`src/rtl/adder_pkg.sv`:
```
// adder_pkg: op encoding, saturation detect helper and lane slicing shared by pipelined_adder
`define LANE_SLICE(i, w) (i)*(w) +: (w)
package adder_pkg;
  typedef enum logic [1:0] {ADD, SUB, ADDS, RSVD} op_e;
  function automatic logic [1:0] sat_add(input logic a_msb, input logic b_msb, input logic s_msb);
    return {!a_msb && !b_msb && s_msb, a_msb && b_msb && !s_msb};
  endfunction
endpackage

```
`src/rtl/adder_lane.sv`:
```
// adder_lane: combinational add/sub/saturating-add for one lane
module adder_lane import adder_pkg::*; #(
  parameter int WIDTH = 8
) (
  input  logic [WIDTH-1:0] a,
  input  logic [WIDTH-1:0] b,
  input  op_e              op,
  output logic [WIDTH-1:0] sum,
  output logic             carry,
  output logic             ovf
);
  localparam int MSB = WIDTH - 1;
  logic [WIDTH:0] add_r, sub_r;
  logic [1:0] sat;
  always_comb begin
    add_r = {1'b0, a} + {1'b0, b};
    sub_r = {1'b0, a} - {1'b0, b};
    sat = sat_add(a[MSB], b[MSB], add_r[MSB]);
    sum = op == SUB ? sub_r[MSB:0] :
          op == ADDS && sat[1] ? {1'b0, {MSB{1'b1}}} :
          op == ADDS && sat[0] ? {1'b1, {MSB{1'b0}}} : add_r[MSB:0];
    carry = op == SUB ? sub_r[WIDTH] : op == ADDS ? 1'b0 : add_r[WIDTH];
    ovf = op == SUB ? (a[MSB] != b[MSB]) && (sub_r[MSB] != a[MSB])
                    : (a[MSB] == b[MSB]) && (add_r[MSB] != a[MSB]);
  end
endmodule

```
`src/rtl/pipelined_adder.sv`:
```
// pipelined_adder: multi-lane add/sub/sat-add with a globally stalled valid/ready pipeline
module pipelined_adder import adder_pkg::*; #(
  parameter int WIDTH  = 8,
  parameter int LANES  = 4,
  parameter int STAGES = 2,
  parameter int CNT_W  = 16
) (
  input  logic                   clk,
  input  logic                   rst,
  input  logic                   in_valid,
  output logic                   in_ready,
  input  logic [1:0]             in_op,
  input  logic [LANES*WIDTH-1:0] in_a,
  input  logic [LANES*WIDTH-1:0] in_b,
  output logic                   out_valid,
  input  logic                   out_ready,
  output logic [LANES*WIDTH-1:0] out_sum,
  output logic [LANES-1:0]       out_carry,
  output logic [LANES-1:0]       out_ovf,
  output logic [CNT_W-1:0]       done_cnt
);
  localparam int DW = LANES * WIDTH;
  logic adv;
  logic [DW-1:0] sum_c;
  logic [LANES-1:0] carry_c, ovf_c;
  logic [STAGES-1:0] vld;
  logic [DW-1:0] sum_q [STAGES];
  logic [LANES-1:0] carry_q [STAGES];
  logic [LANES-1:0] ovf_q [STAGES];
  assign adv = !vld[STAGES-1] || out_ready;
  assign in_ready = adv;
  for (genvar i = 0; i < LANES; i++) begin : g_lane
    adder_lane #(.WIDTH(WIDTH)) u_lane (
      .a(in_a[`LANE_SLICE(i, WIDTH)]),
      .b(in_b[`LANE_SLICE(i, WIDTH)]),
      .op(op_e'(in_op)),
      .sum(sum_c[`LANE_SLICE(i, WIDTH)]),
      .carry(carry_c[i]),
      .ovf(ovf_c[i])
    );
  end
  always_ff @(posedge clk) begin
    if (rst) begin
      vld <= '0;
      done_cnt <= '0;
      for (int s = 0; s < STAGES; s++) begin
        sum_q[s] <= '0;
        carry_q[s] <= '0;
        ovf_q[s] <= '0;
      end
    end else begin
      if (out_valid && out_ready) done_cnt <= done_cnt + 1'b1;
      if (adv) begin
        vld[0] <= in_valid;
        sum_q[0] <= sum_c;
        carry_q[0] <= carry_c;
        ovf_q[0] <= ovf_c;
        for (int s = 1; s < STAGES; s++) begin
          vld[s] <= vld[s-1];
          sum_q[s] <= sum_q[s-1];
          carry_q[s] <= carry_q[s-1];
          ovf_q[s] <= ovf_q[s-1];
        end
      end
    end
  end
  assign out_valid = vld[STAGES-1];
  assign out_sum = sum_q[STAGES-1];
  assign out_carry = carry_q[STAGES-1];
  assign out_ovf = ovf_q[STAGES-1];
endmodule
```
`config.mk`:
```
export PLATFORM = sky130hd
export DESIGN_NAME = pipelined_adder
export DESIGN_NICKNAME = d
export VERILOG_FILES = /design/src/rtl/adder_pkg.sv /design/src/rtl/adder_lane.sv /design/src/rtl/pipelined_adder.sv
export SDC_FILE = /design/constraint.sdc
export NUM_CORES = 1
export LEC_CHECK = 0
export BUFFER_PORTS_ARGS = -buffer_cell sky130_fd_sc_hd__buf_2
export CAP_MARGIN = 15
export CORE_AREA = 4 4 143 117
export CTS_CLUSTER_SIZE = 20
export DETAILED_ROUTE_END_ITERATION = 8
export DIE_AREA = 0 0 147 121
export GPL_TIMING_DRIVEN = 0
export PLACE_DENSITY = 0.74
export SLEW_MARGIN = 20
export SYNTH_ARGS = -nofsm -noshare
export SYNTH_HDL_FRONTEND = slang
export SYNTH_SLANG_ARGS = --single-unit
```
`constraint.sdc`:
```
create_clock -name clk -period 8 [get_ports clk]
set_input_delay 0.8 -clock clk [delete_from_list [all_inputs] [get_ports clk]]
set_output_delay 0.8 -clock clk [all_outputs]
set_load 0.03 [all_outputs]
```
Word level (Yosys, flattened, before mapping)
Memories as Yosys holds them, arrays and structs flattened. Cells that the tools add are included.

Output and inout bits: 58. Bits in writable memories: 80. Bits in registers: 18. Memories: 3.

Memory list: sum_q (words 2, width 32, read ports 2, clocked after Yosys merged registers in 0, wr ports 2, RTL line pipelined_adder.sv:27) `logic [DW-1:0] sum_q [STAGES];`; carry_q (words 2, width 4, read ports 2, clocked after Yosys merged registers in 0, wr ports 2, RTL line pipelined_adder.sv:28) `logic [LANES-1:0] carry_q [STAGES];`; ovf_q (words 2, width 4, read ports 2, clocked after Yosys merged registers in 0, wr ports 2, RTL line pipelined_adder.sv:29) `logic [LANES-1:0] ovf_q [STAGES];`.

Bitwise logic cells: 6. Muxes and demuxes: 35. Equal/unequal tests: 18. $add $sub $neg: 9. Reduce and logical (&&, ||, !) cells: 47.

Operator list (number): 8-bit 2-to-1 mux (12); 32-bit 2-to-1 mux (2); 8-bit by 8-bit adder with 9-bit output (4); 8-bit by 8-bit subtractor with 9-bit output (4); 1-bit logical AND (33); 1-bit 2-to-1 mux (17); 16-bit by 1-bit adder with 16-bit output, second input constant (1); 4-bit 2-to-1 mux (4); 1-bit logical NOT (13); 1-bit inequality test (12); 1-bit OR (6); 1-bit equality test (4); 2-bit by 1-bit equality test with 1-bit output, second input constant (1); 2-bit equality test, second input constant (1); 1-bit logical OR (1).

Logic depth before layout (Yosys ltp)
Gate-level depths: netlist of run 1.

Depth in word-level cells: 8. Mapped depth: 9. Gate-level depth less buffers: 9.

By module
Synthesis of run 1 repeated with hierarchy kept, for this count alone.

Cells, all modules: 828. Area total of the unflattened synthesis: 7960.1 um^2.

Modules (own cells, without submodules): pipelined_adder (area each 4086.4 um^2, cells each 301, times used 1); adder_lane at g_lane[2].u_lane ... (area each 979.7 um^2, cells each 131, times used 2); adder_lane at g_lane[1].u_lane (area each 963.4 um^2, cells each 131, times used 1); adder_lane at g_lane[0].u_lane (area each 950.9 um^2, cells each 134, times used 1).

Least setup slack after synthesis of run 1
OpenSTA, ideal clock, no wires.

Path kind: input to register. From: in rst. To: mem carry_q[0][0], enable pin. Stages: 2. Setup time: 452 ps. Arrival time: 3047 ps. Data required time: 7548 ps. Path slack: 4501 ps. Path through: clkbuf_1 -> nand2b_1.

RTL lines: from (decl) (RTL line pipelined_adder.sv:9) `input logic rst,`; to (decl) (RTL line pipelined_adder.sv:28).

==> impl_metrics.env, run 1 <==
export IMPL_hold_violations=0
export IMPL_rsz0062_at_grt="no"
export IMPL_globalRouteOverflowTotal=0
export IMPL_num_vias=5801
export IMPL_cts_path_max_buffers=2
export IMPL_clock_sinks=98
export IMPL_holdCritPathClass="reg2reg"
export IMPL_synth_mux_area_share_pct=1.54
export IMPL_clkSlewWorstSetupHoldPaths_ns=0.06
export IMPL_setup_viol=0
export IMPL_hold_buffers=0
export IMPL_drv_slew=0
export IMPL_synth_top_flop_cell="edfxtp_1"
export IMPL_critPathBufInv=2
export IMPL_synth_top_area_share_pct=31.8
export IMPL_start_util_pct=49.0
export IMPL_postRouteAntennaNets=0
export IMPL_final_cell_area_um2=8760
export IMPL_end_kind="flop"
export IMPL_synthArstFlopShare_pct=0
export IMPL_crit_slowest_cell="mux2i_4"
export IMPL_synth_top_family_by_area="simple AND/OR/NAND/NOR gates"
export IMPL_syn_to_final_growth_pct=15.9
export IMPL_min_period_ns=2.59
export IMPL_worst_pin_slew_ns=0.724
export IMPL_crit_arrival_ns=2.76
export IMPL_synth_cell_types=60
export IMPL_cts_max_level=3
export IMPL_busiest_layer="met1"
export IMPL_fmax_mhz=386
export IMPL_drc=0
export IMPL_p_leak_nw=4.05
export IMPL_cts_root_buf="clkbuf_16"
export IMPL_syn_inst=784
export IMPL_port_buffers=127
export IMPL_maxSlewHeadroom_pct=51.4
export IMPL_drv_cap=0
export IMPL_drive_gt1_share_pct=23.8
export IMPL_synthAdderAreaFrac_pct=13.5
export IMPL_status="finished clean"
export IMPL_wl_um=16400
export IMPL_cts_buffers=9
export IMPL_grt_first_pass_wirelength_um=26400
export IMPL_die_area_um2=17800
export IMPL_cts_resized=0
export IMPL_grt_pass1_vias=5193
export IMPL_post_cts_buffers=0
export IMPL_worst_setup_path_start_kind="primary input"
export IMPL_syn_avg_cell_area_um2=9.64
export IMPL_clk_latency_ns=0.33
export IMPL_path_cells="buf_2 > ha_1 > buf_2 > nor3_1 > o2111ai_2 > nand3_4 > mux2i_4 > o21ai_2 > a211oi_2"
export IMPL_cp_max_fo=10
export IMPL_synth_most_common_cell="edfxtp_1"
export IMPL_ys_top_cells_by_count="edfxtp_1, ha_1, inv_1"
export IMPL_io_pins=128
export IMPL_synth_top_area_cell="edfxtp_1"
export IMPL_cts_tree="built"
export IMPL_nNetsFinal=1070
export IMPL_post_place_ws_ns=5.08
export IMPL_finalWorstSetupSlack_ns=5.41
export IMPL_place_area_um2=8490
export IMPL_initialDrtViolationCount=362
export IMPL_die_h_um=121
export IMPL_grt_max_degree=48
export IMPL_synthSimpleGateAreaFrac_pct=16.6
export IMPL_num_rows=41
export IMPL_synth_area_um2=7560
export IMPL_grtUsageMet3_pct=2.02
export IMPL_synth_seq_area_share_pct=36.6
export IMPL_gr_usage_all_layers_pct=18.3
export IMPL_synthTopCellsByArea="edfxtp_1, ha_1, dfxtp_1"
export IMPL_critical_path_top_delay_family="compound AO/OA/AOI/OAI gates"
export IMPL_skew_ns=0.00636
export IMPL_syn_nets=931
export IMPL_ys_warn_count=0
export IMPL_ys_ff_latch=98
export IMPL_met1_usage_pct=28.8
export IMPL_synth_xor_area_share_pct=7.10
export IMPL_dr_pass1_iters=5
export IMPL_fin_tns_setup_ns=0
export IMPL_grt_antenna_before_repair=0
export IMPL_synth_compound_area_share_pct=15.8
export IMPL_n_antenna_cell=0
export IMPL_avgViaCountPerCell=5.08
export IMPL_die_x_um=147
export IMPL_p_per_area_nw_per_um2=164
export IMPL_cp_data_required_time_ns=8.16
export IMPL_crit_type="in2reg"
export IMPL_grt_use_met2_pct=27.0
export IMPL_synth_edf_count=80
export IMPL_vdd_ir_drop_max_mv=0.139
export IMPL_core_um2=15400
export IMPL_gp_congestion=0.888
export IMPL_period_share_pct=32.4
export IMPL_crit_top_cell="buf_2"
export IMPL_place_hpwl_um=13100
export IMPL_worst_path_largest_cell_delay_ns=0.38
export IMPL_post_drt_wl_per_cell_um=14.3
[flip-flops by register name, indices dropped and copies added (netlist names)]
name and cells:
sum_q 64, done_cnt 16, carry_q 8, ovf_q 8
vld 2
[tightest hold or removal path, delay by kind of cell, from the launching register on]
family | cells | cell delay (ns)
AOI/OAI and AO/OA | 1 | 0.05
DFF | 1 | 0.31
and+or+nand+nor | 1 | 0.05
[cells by family after synthesis]
| logic type | count (synthesis) |
|---|---|
| compound gates | 177 |
| xor+xnor | 54 |
| fa+ha+maj | 77 |
| buf+inv | 131 |
| flops | 98 |
| mux | 9 |
| simple gates | 238 |
[stage by stage]
step	util [%]	std cells	hold WS, ns	power, mW
3_5_place_dp	55.0	1127	0.446	1.06
6_report	56.7	1143	0.453	1.44
4_1_cts	56.7	1143	0.455	1.44
5_1_grt	56.7	1143	0.483	1.51
3_3_place_gp	54.8	1126	0.441	1.05
2_1_floorplan	-	784	0.432	0.943
[final timing paths]
path / from / endpoint / slack (ns) / depth (start not counted)
setup / recovery: in_a[4] / sum_q[0][7] / 5.41 / 9
hold / removal: vld[0] / vld[0] / 0.45 / 2
setup reg to reg: vld[1] / sum_q[0][3] / 5.88 / 6
hold reg to reg: vld[0] / vld[0] / 0.45 / 2
[metal layers]
metal	wire, um	part of all wire (%)	up-vias
met1	8620	53	2661
met5	0	0	-
met2	6830	42	143
met3	768	4.7	14
met4	181	1.1	0
li1	-	-	2983
[layout by cell type (no fill, tap or decap), types with 10 or more instances in the layout]
cell / Yosys / layout
a21o_1: 12 / 12
a21oi_1: 31 / 31
a31oi_1: 25 / 25
and2_1: 40 / 40
buf_2: 8 / 135
buf_4: 41 / 41
clkbuf_1: 17 / 18
dfxtp_1: 18 / 18
edfxtp_1: 80 / 80
ha_1: 69 / 69
inv_1: 59 / 59
nand2_1: 53 / 53
nand2b_1: 11 / 10
nand3_1: 17 / 17
nor2_1: 44 / 44
nor2b_1: 20 / 20
nor3_1: 20 / 20
o211ai_1: 22 / 22
o21ai_0: 27 / 27
o21ai_1: 10 / 10
o21bai_1: 14 / 14
xnor2_1: 32 / 32
xor2_1: 18 / 18
[where the power goes]
| group | total, mW | internal (mW) | switching, mW |
|---|---|---|---|
| registers | 0.616 | 0.604 | 0.0114 |
| clock network | 0.388 | 0.211 | 0.177 |
| logic | 0.433 | 0.179 | 0.254 |
| total | 1.44 | 0.994 | 0.442 |
[area by class of cell]
cell class,instances,area (um^2)
Buffer,71,445
Clock buffer,10,229
Clock inverter,6,42.5
Fill cell,1403,6680
Inverter,60,225
Multi-Input combinational cell,555,4130
Sequential cell,98,2760
Tap cell,215,269
Timing Repair Buffer,128,656
Power figures use the tool's default switching activity.
==> run 2: changes to the inputs <==
Settings changed: ABC_AREA set to 1, CORE_AREA 4 4 143 117 to 4 4 146 120, DIE_AREA 0 0 147 121 to 0 0 150 124, PLACE_DENSITY 0.74 to 0.73.
Clock period 8 ns to 2.6 ns, I/O delays scaled along.
==> impl_metrics.env, run 2 <==
export IMPL_grt_pass1_vias=6049
export IMPL_die_h_um=124
export IMPL_synth_seq_area_share_pct=35.0
export IMPL_clk_latency_ns=0.34
export IMPL_synthTopCellsByArea="edfxtp_1, ha_1, nand2_1"
export IMPL_n_antenna_cell=0
export IMPL_path_cells="inv_1 > nor2_1 > nor2_1 > clkinv_1 > clkbuf_1 > a21oi_1"
export IMPL_post_drt_wl_per_cell_um=12.6
export IMPL_end_kind="flop"
export IMPL_largest_reg_flops=64
export IMPL_synth_mux_area_share_pct=0
export IMPL_clkSlewWorstSetupHoldPaths_ns=0.07
export IMPL_worst_pin_slew_ns=0.758
export IMPL_final_cell_mix="nand2_1, inv_1, buf_2"
export IMPL_synth_compound_area_share_pct=10.8
export IMPL_seq_power_share_pct=40.7
export IMPL_wl_met1_um=7770
export IMPL_worst_setup_path_start_kind="flop"
export IMPL_io_pins=128
export IMPL_nNetsFinal=1290
export IMPL_multiInputGateArea_um2=4020
export IMPL_switching_share_pct=30.8
export IMPL_avgViaCountPerCell=4.87
export IMPL_met3_length_um=892
export IMPL_min_period_ns=1.98
export IMPL_layout_commonest_cell="nand2_1"
export IMPL_core_um2=16200
export IMPL_synthSimpleGateAreaFrac_pct=25.2
export IMPL_cp_max_fo=10
export IMPL_synth_xor_area_share_pct=1.89
export IMPL_synth_top_flop_cell="edfxtp_1"
export IMPL_postRouteAntennaNets=0
export IMPL_highest_layer="met4"
export IMPL_globalRouteOverflowTotal=0
export IMPL_wl_um=17300
export IMPL_place_hpwl_um=13500
export IMPL_drv_cap=0
export IMPL_gr_usage_all_layers_pct=19.0
export IMPL_p_int_mw=3.23
export IMPL_maxSlewHeadroom_pct=49.4
export IMPL_seq_area_um2=2760
export IMPL_syn_avg_cell_area_um2=7.86
export IMPL_fmax_mhz=504
export IMPL_drv_slew=0
export IMPL_drive_gt1_share_pct=23.9
export IMPL_p_comb_share_pct=28.8
export IMPL_dr_pass1_iters=5
export IMPL_crit_type="reg2reg"
export IMPL_die_area_um2=18600
export IMPL_post_place_cells=1352
export IMPL_clock_sinks=98
export IMPL_crit_top_cell="nor2_1"
export IMPL_ys_ff_latch=98
export IMPL_gp_congestion=0.847
export IMPL_p_per_area_nw_per_um2=510
export IMPL_setup_viol=0
export IMPL_cp_data_required_time_ns=2.66
export IMPL_synthArstFlopShare_pct=0
export IMPL_crit_slowest_cell="clkbuf_1"
export IMPL_synth_top_area_cell="edfxtp_1"
export IMPL_p_leak_nw=4.72
export IMPL_ys_top_cells_by_count="nand2_1, inv_1, nor2_1"
export IMPL_drc=0
export IMPL_die_x_um=150
export IMPL_synth_cell_types=37
export IMPL_num_rows=42
export IMPL_period_share_pct=76.3
export IMPL_grt_max_degree=53
export IMPL_synth_top_family_by_area="simple AND/OR/NAND/NOR gates"
export IMPL_cts_tree="built"
export IMPL_initialDrtViolationCount=396
export IMPL_rsz0062_at_grt="no"
export IMPL_fillCellCount=1546
export IMPL_reg_top3="sum_q: 64 flops, done_cnt: 16 flops"
export IMPL_num_vias=6661
export IMPL_start_util_pct=48.7
export IMPL_ys_warn_count=0
export IMPL_hold_violations=0
export IMPL_stdcell_count=1368
export IMPL_cts_resized=0
export IMPL_met2WireLength_um=8290
export IMPL_pwr_share_clk_pct=30.6
export IMPL_p_switching_mw=1.44
export IMPL_regMostFlops="sum_q"
export IMPL_worst_path_largest_cell_delay_ns=0.57
export IMPL_syn_to_final_growth_pct=16.1
export IMPL_fin_tns_setup_ns=0
export IMPL_grt_antenna_before_repair=0
export IMPL_hold_buffers=0
export IMPL_vdd_ir_drop_max_mv=0.328
export IMPL_grt_first_pass_wirelength_um=28100
export IMPL_status="finished clean"
export IMPL_utilization_pct=56.6
export IMPL_skew_ns=0.00466
export IMPL_cts_max_level=3
export IMPL_synthAdderAreaFrac_pct=13.0
export IMPL_cts_root_buf="clkbuf_16"
export IMPL_synth_edf_count=80
export IMPL_cts_path_max_buffers=2
export IMPL_synth_area_um2=7890
export IMPL_synth_most_common_cell="nand2_1"
export IMPL_synth_top_area_share_pct=30.5
export IMPL_post_cts_buffers=0
export IMPL_crit_arrival_ns=2.04
export IMPL_syn_inst=1004
export IMPL_cts_buffers=9
export IMPL_syn_nets=1151
export IMPL_port_buffers=127
export IMPL_holdCritPathClass="in2reg"
==> run 2: cell types whose count changed after synthesis, moves of 20 or more <==
cell / change
o211ai_1: -21
nand3_1: +75
inv_1: +100
nor2b_1: -20
a31oi_1: -25
xnor2_1: -28
and2_1: -39
nor2_1: +56
a21oi_1: +42
nand2_1: +120
==> run 2: worst paths after layout <==
kind	startpoint	end	slack (ns)	cells past startpoint
setup / recovery	vld[1]	ovf_q[0][1]	0.62	6
hold / removal	in_valid	vld[0]	0.14	3
setup reg to reg	vld[1]	ovf_q[0][1]	0.62	6
hold reg to reg	vld[0]	vld[1]	0.48	2
==> run 2: layer usage <==
layer / vias up / track usage [%]
met2: 165 / 32.9
met5: - / 0
met1: 3002 / 24.3
met3: 19 / 2.69
li1: 3475 / -
met4: 0 / 6.80
==> run 2: power by group through the flow <==
stage	clock, mW	combinational, mW	sequential, mW
2_1_floorplan	0	1.01	1.93
3_3_place_gp	0	1.32	1.93
3_5_place_dp	0	1.34	1.93
4_1_cts	1.46	1.35	1.90
5_1_grt	1.53	1.51	1.91
6_report	1.43	1.34	1.90
==> run 2: critical path: cells and delay by family (launching register included) <==
family / cells / cell delay [ns]
buffers and inverters: 3 / 0.76
and+or+nand+nor: 2 / 0.46
DFF: 1 / 0.36
AOI/OAI and AO/OA: 1 / 0.11
==> run 2: metrics by stage <==
step           instance area, um^2  hold WS, ns  setup WS [ns]  power [mW]
4_1_cts                       9160        0.124          0.596        4.71
3_3_place_gp                  8800        0.458          0.193        3.25
2_1_floorplan                 7890        0.332          0.503        2.93
3_5_place_dp                  8830        0.467          0.527        3.28
6_report                      9160        0.138          0.615        4.67
5_1_grt                       9160        0.132          0.414        4.95
==> run 2: layout make-up <==
cell class                 instances  share of cell area, %
multi-input combinational        659                   43.9
sequential                        98                   30.2
inverter                         178                   7.30
timing repair buffer             128                   7.24
buffer                            69                   4.88
tap                              220                   3.01
clock buffer                      12                   2.69
clock inverter                     4                  0.820
==> run 2: kinds of logic (layout without fill, tap and decap cells) <==
family | Yosys count | in the layout
AO/OA/AOI/OAI | 141 | 141
AND/OR/NAND/NOR | 424 | 424
buffers and inverters | 247 | 391
XOR/XNOR | 17 | 17
flip-flops | 98 | 98
adder cells (fa/ha/maj) | 77 | 77
==> run 3: changes to the inputs <==
Settings changed: PLACE_DENSITY 0.73 to 0.76.
Clock period 2.6 ns to 1.7 ns, I/O delays scaled along.
==> impl_metrics.env, run 3 (synthesis gave the netlist of run 2 again) <==
export IMPL_end_kind="flop"
export IMPL_grt_max_degree=83
export IMPL_grt_first_pass_wirelength_um=27700
export IMPL_initialDrtViolationCount=378
export IMPL_seq_area_um2=2760
export IMPL_cts_buffers=9
export IMPL_fmax_mhz=620
export IMPL_cp_max_fo=10
export IMPL_worst_hold_slack_ns=0.0425
export IMPL_hold_start="in_valid"
export IMPL_gr_usage_all_layers_pct=18.7
export IMPL_grt_antenna_before_repair=0
export IMPL_grt_pass1_vias=6045
export IMPL_place_area_um2=8810
export IMPL_worst_setup_path_start_kind="flop"
export IMPL_p_int_mw=4.82
export IMPL_hold_buffers=0
export IMPL_critPathBufInv=4
export IMPL_p_comb_share_pct=29.5
export IMPL_cts_max_level=3
export IMPL_post_place_cells=1351
export IMPL_maxSlewHeadroom_pct=49.8
export IMPL_n_antenna_cell=0
export IMPL_die_h_um=124
export IMPL_p_switching_mw=2.26
export IMPL_holdCritPathClass="in2reg"
export IMPL_stdcell_count=1371
export IMPL_reg_top3="sum_q: 64 flops, done_cnt: 16 flops"
export IMPL_die_x_um=150
export IMPL_crit_type="reg2reg"
export IMPL_num_rows=42
export IMPL_cts_tree="built"
export IMPL_syn_to_final_growth_pct=17.3
export IMPL_dr_pass1_iters=5
export IMPL_finalWorstSetupSlack_ns=0.0873
export IMPL_cts_root_buf="clkbuf_16"
export IMPL_crit_slowest_cell="dfxtp_1"
export IMPL_drv_slew=0
export IMPL_layout_commonest_cell="nand2_1"
export IMPL_setup_viol=0
export IMPL_skew_ns=0.00813
export IMPL_status="finished clean"
export IMPL_postRouteAntennaNets=0
export IMPL_drive_gt1_share_pct=26.3
export IMPL_final_cell_area_um2=9250
export IMPL_place_hpwl_um=13400
export IMPL_worst_path_largest_cell_delay_ns=0.36
export IMPL_seq_power_share_pct=41.1
export IMPL_io_pins=128
export IMPL_num_vias=6686
export IMPL_regMostFlops="sum_q"
export IMPL_p_leak_nw=4.75
export IMPL_fin_tns_setup_ns=0
export IMPL_vdd_ir_drop_max_mv=0.556
export IMPL_avgViaCountPerCell=4.88
export IMPL_period_share_pct=94.9
export IMPL_cp_data_required_time_ns=1.80
export IMPL_fillCellCount=1587
export IMPL_final_cell_mix="nand2_1, inv_1, buf_2"
export IMPL_crit_arrival_ns=1.72
export IMPL_post_drt_wl_per_cell_um=12.7
export IMPL_hold_violations=0
export IMPL_post_place_ws_ns=-0.277
export IMPL_p_per_area_nw_per_um2=765
export IMPL_wl_um=17400
export IMPL_clk_latency_ns=0.35
export IMPL_gp_congestion=0.886
export IMPL_critPathLaunch="vld[1]"
export IMPL_r2r_start="vld[1]"
export IMPL_die_area_um2=18600
export IMPL_r2r_setup_slack_ns=0.09
export IMPL_globalRouteOverflowTotal=0
export IMPL_port_buffers=127
export IMPL_pwr_share_clk_pct=29.4
export IMPL_min_period_ns=1.61
export IMPL_worst_pin_slew_ns=0.753
export IMPL_core_um2=16200
export IMPL_crit_top_cell="nor2_4"
export IMPL_drc=0
export IMPL_switching_share_pct=31.9
export IMPL_clock_sinks=98
export IMPL_nNetsFinal=1293
export IMPL_multiInputGateArea_um2=4100
export IMPL_largest_reg_flops=64
export IMPL_path_cells="inv_1 > nor2_4 > nor2_4 > clkinv_1 > buf_4 > clkbuf_4 > nor2_1"
export IMPL_drv_cap=0
export IMPL_start_util_pct=48.7
export IMPL_critical_path_top_delay_family="buffers and inverters"
export IMPL_utilization_pct=57.1
export IMPL_cts_path_max_buffers=2
export IMPL_power_total_mw=7.07
export IMPL_clkSlewWorstSetupHoldPaths_ns=0.07
==> run 3: changes by cell type in the layout (fill, tap and decap cells not counted), moves of 3 or more <==
cell and change:
ha_1 -6, clkbuf_1 -7, inv_6 +3, buf_4 +6
buf_2 -3, nor2_1 -6, ha_2 +6, clkbuf_2 +5
nor2_2 +4, nand3_2 +3, nand3_1 -3
==> run 3: worst min-delay path: stages <==
cell and delay, ns:
buf_2 0.07, nand2_1 0.04, o21ai_0 0.07
==> run 3: metal layers <==
metal / up-vias / share of wire [%] / global-route usage [%]
met5: - / 0 / 0
met4: 0 / 2.3 / 7.26
met3: 23 / 5.7 / 2.66
met2: 179 / 46 / 30.8
met1: 3009 / 46 / 25.0
li1: 3475 / - / -
==> run 3: final timing paths <==
| kind | end | cells past startpoint |
|---|---|---|
| setup / recovery | sum_q[0][61] | 7 |
| hold / removal | vld[0] | 3 |
| setup reg to reg | sum_q[0][61] | 7 |
| hold reg to reg | vld[1] | 2 |
==> run 3: power by group through the flow <==
stage	Combinational, mW	Sequential (mW)	Clock, mW
3_5_place_dp	2.04	2.96	0
6_report	2.09	2.91	2.08
4_1_cts	2.05	2.91	2.12
3_3_place_gp	2.00	2.96	0
2_1_floorplan	1.54	2.95	0
5_1_grt	2.34	2.93	2.21
==> run 3: layout make-up <==
cell class | instances | area share [%]
multi-input cells | 659 | 44.4
flip-flops and latches | 98 | 29.9
repair buffers | 132 | 7.28
inverters | 178 | 7.22
plain buffers | 68 | 4.90
clock buffers | 11 | 2.98
well taps | 220 | 2.98
clock inverters | 5 | 0.406
==> run 3: repair_timing <==
action / 4_1_cts / 5_1_grt
setup buffers: 0 / 5
endpoints found under the setup margin: 152 / 58
pin swaps: 0 / 8
gates resized for setup: 8 / 23
